[config.mk]
export PLATFORM = sky130hd
export DESIGN_NAME = fft_frame_ctrl
export DESIGN_NICKNAME = d
export VERILOG_FILES = /design/src/rtl/fft_defs.sv /design/src/rtl/fft_flush_timer.sv /design/src/rtl/fft_frame_ctrl.sv
export SDC_FILE = /design/constraint.sdc
export NUM_CORES = 1
export LEC_CHECK = 0
export CAP_MARGIN = 20
export CORE_MARGIN = 2
export CORE_UTILIZATION = 40
export DETAILED_ROUTE_END_ITERATION = 6
export GPL_ROUTABILITY_DRIVEN = 0
export GPL_TIMING_DRIVEN = 0
export PLACE_DENSITY = 0.72
export SLEW_MARGIN = 20
export SYNTH_ARGS = -nofsm -noshare
export SYNTH_HDL_FRONTEND = slang
export SYNTH_SLANG_ARGS = --single-unit
export TNS_END_PERCENT = 30
[constraint.sdc]
create_clock -name clk -period 2.8 [get_ports clk]
set_input_delay 0.7 -clock clk [delete_from_list [all_inputs] [get_ports clk]]
set_output_delay 0.7 -clock clk [all_outputs]
set_load 0.01 [all_outputs]
[src/rtl/fft_defs.sv]
// Shared definitions for the FFT frame controller: default sizes,
// derived width helpers, state encoding and error codes.
package fft_defs;

  localparam int unsigned MAX_LOG2N_DEF     = 12;
  localparam int unsigned MIN_LOG2N_DEF     = 3;
  localparam int unsigned FLUSH_TIMEOUT_DEF = 64;

  // Width of a size exponent able to hold 0..max_log2n.
  function automatic int unsigned lw_of(input int unsigned max_log2n);
    return $clog2(max_log2n + 1);
  endfunction

  // Width of a level index holding 0..max_log2n-1.
  function automatic int unsigned level_w_of(input int unsigned max_log2n);
    return (max_log2n > 1) ? $clog2(max_log2n) : 1;
  endfunction

  typedef enum logic [2:0] {
    IDLE       = 3'd0,
    AXIS_READ  = 3'd1,
    COMPUTE    = 3'd2,
    FLUSH_PIPE = 3'd3,
    AXIS_SEND  = 3'd4,
    ERROR      = 3'd5
  } fft_state_e;

  typedef enum logic [1:0] {
    ERR_NONE          = 2'd0,
    ERR_BAD_SIZE      = 2'd1,
    ERR_FLUSH_TIMEOUT = 2'd2,
    ERR_ABORTED       = 2'd3
  } fft_err_e;

endpackage

[src/rtl/fft_flush_timer.sv]
// Counts consecutive enabled cycles; expired is raised combinationally
// during the TIMEOUT-th consecutive enabled cycle since the last clear.
module fft_flush_timer #(
  parameter int unsigned TIMEOUT = 64
) (
  input  logic clk,
  input  logic reset,
  input  logic clear,
  input  logic enable,
  output logic expired
);

  localparam int unsigned CW = (TIMEOUT > 1) ? $clog2(TIMEOUT) : 1;

  logic [CW-1:0] cnt_q;
  logic [CW-1:0] cnt_d;

  assign expired = enable && (cnt_q == CW'(TIMEOUT - 1));

  // Next count: clear wins, then advance while enabled and not yet expired.
  always_comb begin
    cnt_d = cnt_q;
    if (clear) begin
      cnt_d = '0;
    end else if (enable && !expired) begin
      cnt_d = cnt_q + CW'(1);
    end
  end

  // Counter register with synchronous reset.
  always_ff @(posedge clk) begin
    if (reset) begin
      cnt_q <= '0;
    end else begin
      cnt_q <= cnt_d;
    end
  end

endmodule

[src/rtl/fft_frame_ctrl.sv]
// Frame sequencer for an in-place radix-2 FFT: load, per-level compute and
// pipeline flush, then stream out, with optional back-to-back frames.
//
// state      | meaning
// IDLE       | waiting for fft_go
// AXIS_READ  | input loader filling memory
// COMPUTE    | address generator running one level
// FLUSH_PIPE | waiting for the butterfly pipeline to drain
// AXIS_SEND  | output streamer draining the result bank
// ERROR      | sticky error, leave on fft_go
module fft_frame_ctrl
  import fft_defs::*;
#(
  parameter int unsigned MAX_LOG2N     = MAX_LOG2N_DEF,
  parameter int unsigned MIN_LOG2N     = MIN_LOG2N_DEF,
  parameter int unsigned FLUSH_TIMEOUT = FLUSH_TIMEOUT_DEF,
  localparam int unsigned LW           = lw_of(MAX_LOG2N),
  localparam int unsigned LEVEL_W      = level_w_of(MAX_LOG2N)
) (
  input  logic               clk,
  input  logic               reset,
  input  logic               fft_go,
  input  logic [LW-1:0]      cfg_log2n,
  input  logic               cfg_inverse,
  input  logic               cfg_continuous,
  input  logic               abort,
  input  logic               axis_bram_slave_busy,
  output logic               axis_bram_slave_go,
  input  logic               addr_gen_busy,
  output logic               addr_gen_go,
  input  logic               fft_data_valid,
  input  logic               axis_bram_master_busy,
  output logic               axis_bram_master_go,
  output logic [LEVEL_W-1:0] fft_level,
  output logic               fft_inverse,
  output logic               rmem_id,
  output logic               wmem_id,
  output logic               result_mem_id,
  output logic               axis_rx,
  output logic               axis_tx,
  output logic               fft_busy,
  output logic               frame_done,
  output logic [1:0]         err
);

  fft_state_e         state_q, state_d;
  logic [LEVEL_W-1:0] fft_level_q, fft_level_d;
  logic [LW-1:0]      log2n_q, log2n_d;
  logic               inverse_q, inverse_d;
  fft_err_e           err_q, err_d;

  logic slave_go_c, ag_go_c, master_go_c, done_c;
  logic timer_clear, timer_en, timer_expired;
  logic size_ok, last_level, abort_hit;

  fft_flush_timer #(
    .TIMEOUT (FLUSH_TIMEOUT)
  ) u_flush_timer (
    .clk     (clk),
    .reset   (reset),
    .clear   (timer_clear),
    .enable  (timer_en),
    .expired (timer_expired)
  );

  assign size_ok    = (cfg_log2n >= LW'(MIN_LOG2N)) && (cfg_log2n <= LW'(MAX_LOG2N));
  assign last_level = (LW'(fft_level_q) == (log2n_q - LW'(1)));
  assign abort_hit  = abort && (state_q != IDLE) && (state_q != ERROR);

  // Next-state and pulse decode; abort overrides every other transition.
  always_comb begin
    state_d     = state_q;
    fft_level_d = fft_level_q;
    log2n_d     = log2n_q;
    inverse_d   = inverse_q;
    err_d       = err_q;
    slave_go_c  = 1'b0;
    ag_go_c     = 1'b0;
    master_go_c = 1'b0;
    done_c      = 1'b0;
    timer_clear = 1'b1;
    timer_en    = 1'b0;

    if (abort_hit) begin
      state_d = ERROR;
      err_d   = ERR_ABORTED;
    end else begin
      case (state_q)
        IDLE: begin
          if (fft_go) begin
            if (!size_ok) begin
              err_d   = ERR_BAD_SIZE;
              state_d = ERROR;
            end else if (!axis_bram_slave_busy) begin
              log2n_d     = cfg_log2n;
              inverse_d   = cfg_inverse;
              err_d       = ERR_NONE;
              fft_level_d = '0;
              slave_go_c  = 1'b1;
              state_d     = AXIS_READ;
            end
          end
        end

        AXIS_READ: begin
          if (!axis_bram_slave_busy && !addr_gen_busy) begin
            ag_go_c = 1'b1;
            state_d = COMPUTE;
          end
        end

        COMPUTE: begin
          if (!addr_gen_busy) begin
            state_d = FLUSH_PIPE;
          end
        end

        FLUSH_PIPE: begin
          // Any cycle with the pipeline empty breaks the consecutive run.
          timer_clear = !fft_data_valid;
          timer_en    = fft_data_valid;
          if (!fft_data_valid) begin
            if (last_level) begin
              if (!axis_bram_master_busy) begin
                master_go_c = 1'b1;
                state_d     = AXIS_SEND;
              end
            end else if (!addr_gen_busy) begin
              fft_level_d = fft_level_q + LEVEL_W'(1);
              ag_go_c     = 1'b1;
              state_d     = COMPUTE;
            end
          end else if (timer_expired) begin
            err_d   = ERR_FLUSH_TIMEOUT;
            state_d = ERROR;
          end
        end

        AXIS_SEND: begin
          if (!axis_bram_master_busy) begin
            if (cfg_continuous) begin
              // Hold off completion until the loader can take the restart.
              if (!axis_bram_slave_busy) begin
                done_c      = 1'b1;
                slave_go_c  = 1'b1;
                fft_level_d = '0;
                state_d     = AXIS_READ;
              end
            end else begin
              done_c  = 1'b1;
              state_d = IDLE;
            end
          end
        end

        ERROR: begin
          if (fft_go) begin
            state_d = IDLE;
          end
        end

        default: begin
          state_d = IDLE;
        end
      endcase
    end
  end

  // Controller registers with synchronous reset.
  always_ff @(posedge clk) begin
    if (reset) begin
      state_q     <= IDLE;
      fft_level_q <= '0;
      log2n_q     <= LW'(MAX_LOG2N);
      inverse_q   <= 1'b0;
      err_q       <= ERR_NONE;
    end else begin
      state_q     <= state_d;
      fft_level_q <= fft_level_d;
      log2n_q     <= log2n_d;
      inverse_q   <= inverse_d;
      err_q       <= err_d;
    end
  end

  // Pulses are combinational and suppressed while reset is asserted.
  assign axis_bram_slave_go  = slave_go_c  && !reset;
  assign addr_gen_go         = ag_go_c     && !reset;
  assign axis_bram_master_go = master_go_c && !reset;
  assign frame_done          = done_c      && !reset;

  assign fft_level     = fft_level_q;
  assign fft_inverse   = inverse_q;
  assign rmem_id       = fft_level_q[0];
  assign wmem_id       = ~fft_level_q[0];
  assign result_mem_id = log2n_q[0];
  assign axis_rx       = (state_q == AXIS_READ);
  assign axis_tx       = (state_q == AXIS_SEND);
  assign fft_busy      = (state_q != IDLE);
  assign err           = err_q;

endmodule

==> qor.yml <==
r2r_slack_ps: 700
holdWs_ps: 466.4
rows: 21
drt_iter0_drc: 52
drt-pass1-iter-count: 5
clockPowerShare: 0.106
yosys-top-cells-area: "dfxtp_1 29%, nor2_1 5.2%, a21oi_1 5.1%"
cpLargestDelayFamily: "buffers and inverters"
clk_latency_ps: 300
syn_area_per_cell_um2: 8.034
setup_tns_ps: 0
syn-num-nets: 188
cp.arrival_ps: 2050
vias_per_cell: 5.254
path_buf_inv: 2
fin_util: 0.5537
worst_pin_slew_ps: 491.4
worstPathCellList: "clkdlybuf4s50_1, or4_1, nor2_1, clkdlybuf4s15_1"
fin_crit_sh: 0.9837
slowest_delay_ps: 540
globalRouteTotalUtil: 0.1769
synth_warnings: 0
cap_violations: 0
cts_buffer_depth: 2
fin_ws_ps: 45.75
postSynth.asyncResetShare: 0
root_buffer: "clkbuf_4"
postRouteAntennaNets: 0
synthDistinctLibCells: 45
fin_nets: 229
endpoint_kind: "primary output"
netlist_instances: 171
worstSetupStartpoint: "addr_gen_busy"
cp_slowest_cell: "or4_1"
grt_start_max_net_pins: 11
rr_endpoint: "state_q[0]"
status: "finished, final reports clean"
rsz0062_at_grt: "true"
hp-class: "register to register"
synth-seq-cells: 20
vdd_drop_max_mv: 0.3013
intPower_mw: 0.7648
synth_top_area_share: 0.2914
final-setup-viol-count: 0
p_comb_frac: 0.613
path_depth: 4
drive_gt1_frac: 0.1667
clk_pin_slew_ps: 110
synth_edf_count: 0
seq_power_share: 0.281
post_drt_wl_per_cell_um: 12.96
switching_share: 0.4124
grt_pass1_wl_um: 5706
critPathMaxFanout: 4
fin_crit_ps: 2754
final_common_cell: "nor2_1"
post-place-ws_ps: -665.1
start_kind: "input port"
ys_seq_area_frac: 0.2914
fmax_mhz: 363.1
drcViolationCount: 0
die_h_um: 62.61
p_leak_nw: 0.7445
clock_sinks: 20
layout_common_cells: "19 x nor2_1, 18 x dfxtp_1, 18 x clkdlybuf4s50_1, 15 x nand2_1, 12 x a21oi_1"
ys.flop_type: "dfxtp_1"
rr_startpoint: "log2n_q[1]"
cts_tree: "built"
synth_area_um2: 1374
vias: 1345
htreeDepth: 1
syn_to_final_growth_pct: 33.42
cts_buffers: 3
io_pins: 31
p_sw_mw: 0.5367
relSlewSlack: 0.6724
fp.dieW_um: 62.61
slew_violations: 0
routed_wl_um: 3318
crit_end: "addr_gen_go"
diodes: 0
grt_pass1_vias: 1227
power.density_nw_per_um2: 710.1
critical_path_required_ps: 2100
clock_skew_ps: 4.633
dp.cells: 246
antenna_found_initial: 0
finalHoldViolations: 0
cts_hold_buf: 0
finalNonFillerCells: 256
r2r_cells: 9
grt_overflow_total: 0
start_util: 0.4150
die_area_um2: 3919
core-area_um2: 3311
io_buffers: 29
dpl.hpwl_um: 2500
crit_type: "input port to primary output"
synth_top_area_cell: "dfxtp_1"
-- cells in the mapped netlist, drive strengths merged, types with 2 or more instances --
library cell	count
nand3b	2
nand2b	7
nand2	15
o21ai	3
and2	3
o211ai	2
inv	9
a211o	6
nor2b	4
nand3	8
a31o	2
a21oi	14
dfxtp	20
nor2	20
xnor2	5
mux2i	6
nand4	4
xor2	3
a21o	2
buf	6
nor3	7
ha	3
nand4b	2
a211oi	2
-- worst min-delay path by stage --
stage / startpoint / to / slack (ps) / depth (start not counted)
6_report: err[0] / err[0] / 470 / 2
5_1_grt: err[0] / err[0] / 480 / 2
4_1_cts: err[0] / err[0] / 470 / 2
3_5_place_dp: err[0] / err[0] / 450 / 2
3_3_place_gp: err[0] / err[0] / 440 / 2
2_1_floorplan: u_flush_timer.cnt_q[5] / u_flush_timer.cnt_q[5] / 460 / 2
-- sequential cells by signal, indices dropped and copies added (netlist names) --
register             flops
state_q                  3
fft_inverse              1
log2n_q                  4
u_flush_timer.cnt_q      6
err                      2
fft_level                4
-- power groups by stage --
| stage | Combinational [mW] | Clock, mW | Sequential, mW |
|---|---|---|---|
| detailed placement | 0.759 | 0 | 0.374 |
| floorplan | 0.517 | 0 | 0.375 |
| global placement | 0.755 | 0 | 0.372 |
| finish | 0.798 | 0.138 | 0.366 |
| CTS | 0.787 | 0.143 | 0.367 |
| global route | 0.877 | 0.157 | 0.373 |
-- worst min-delay path: cells and delay by family (launching register included) --
family,cells,cell delay [ps]
simple gates,1,50
compound gates,1,50
flops,1,330
-- layer usage --
layer  wire length (µm)  global-route usage  vias up  part of all wire
met2               1575              0.2944       43              0.47
met4                 15             0.03056        0            0.0045
met5                  0                   0        -                 0
met3                204             0.03243        4             0.061
met1               1521              0.2419      610              0.46
li1                   -                   -      688                 -
-- final cells by class --
cell class                      instances  area, µm²
Clock buffer                            3      22.52
Buffer                                  7      36.28
Tap cell                               46      57.56
Timing Repair Buffer                   36      344.1
Inverter                                9      33.78
Multi-Input combinational cell        135      933.4
Fill cell                             336       1478
Sequential cell                        20      405.4
-- cells by family (layout without fill, tap and decap cells) --
group,after synthesis,in the layout,synth area share
buffers and inverters,16,55,0.05100
flip-flops,20,20,0.2914
AND/OR/NAND/NOR,79,79,0.3042
XOR/XNOR,9,9,0.06831
multiplexers,6,6,0.04372
adder cells (fa/ha/maj),3,3,0.02733
AO/OA/AOI/OAI,38,38,0.2140
-- through the flow --
stage	total power [mW]	instance area, µm²
CTS	1.296	1798
detailed placement	1.132	1722
global placement	1.127	1722
global route	1.407	1833
floorplan	0.8922	1374
finish	1.302	1833
-- timing repair --
action	4_1_cts	5_1_grt
buffers inserted	5	2
resized for setup	21	8
pin swaps	4	5
setup endpoints to repair	4	4
(Power assumes the default switching activity.)
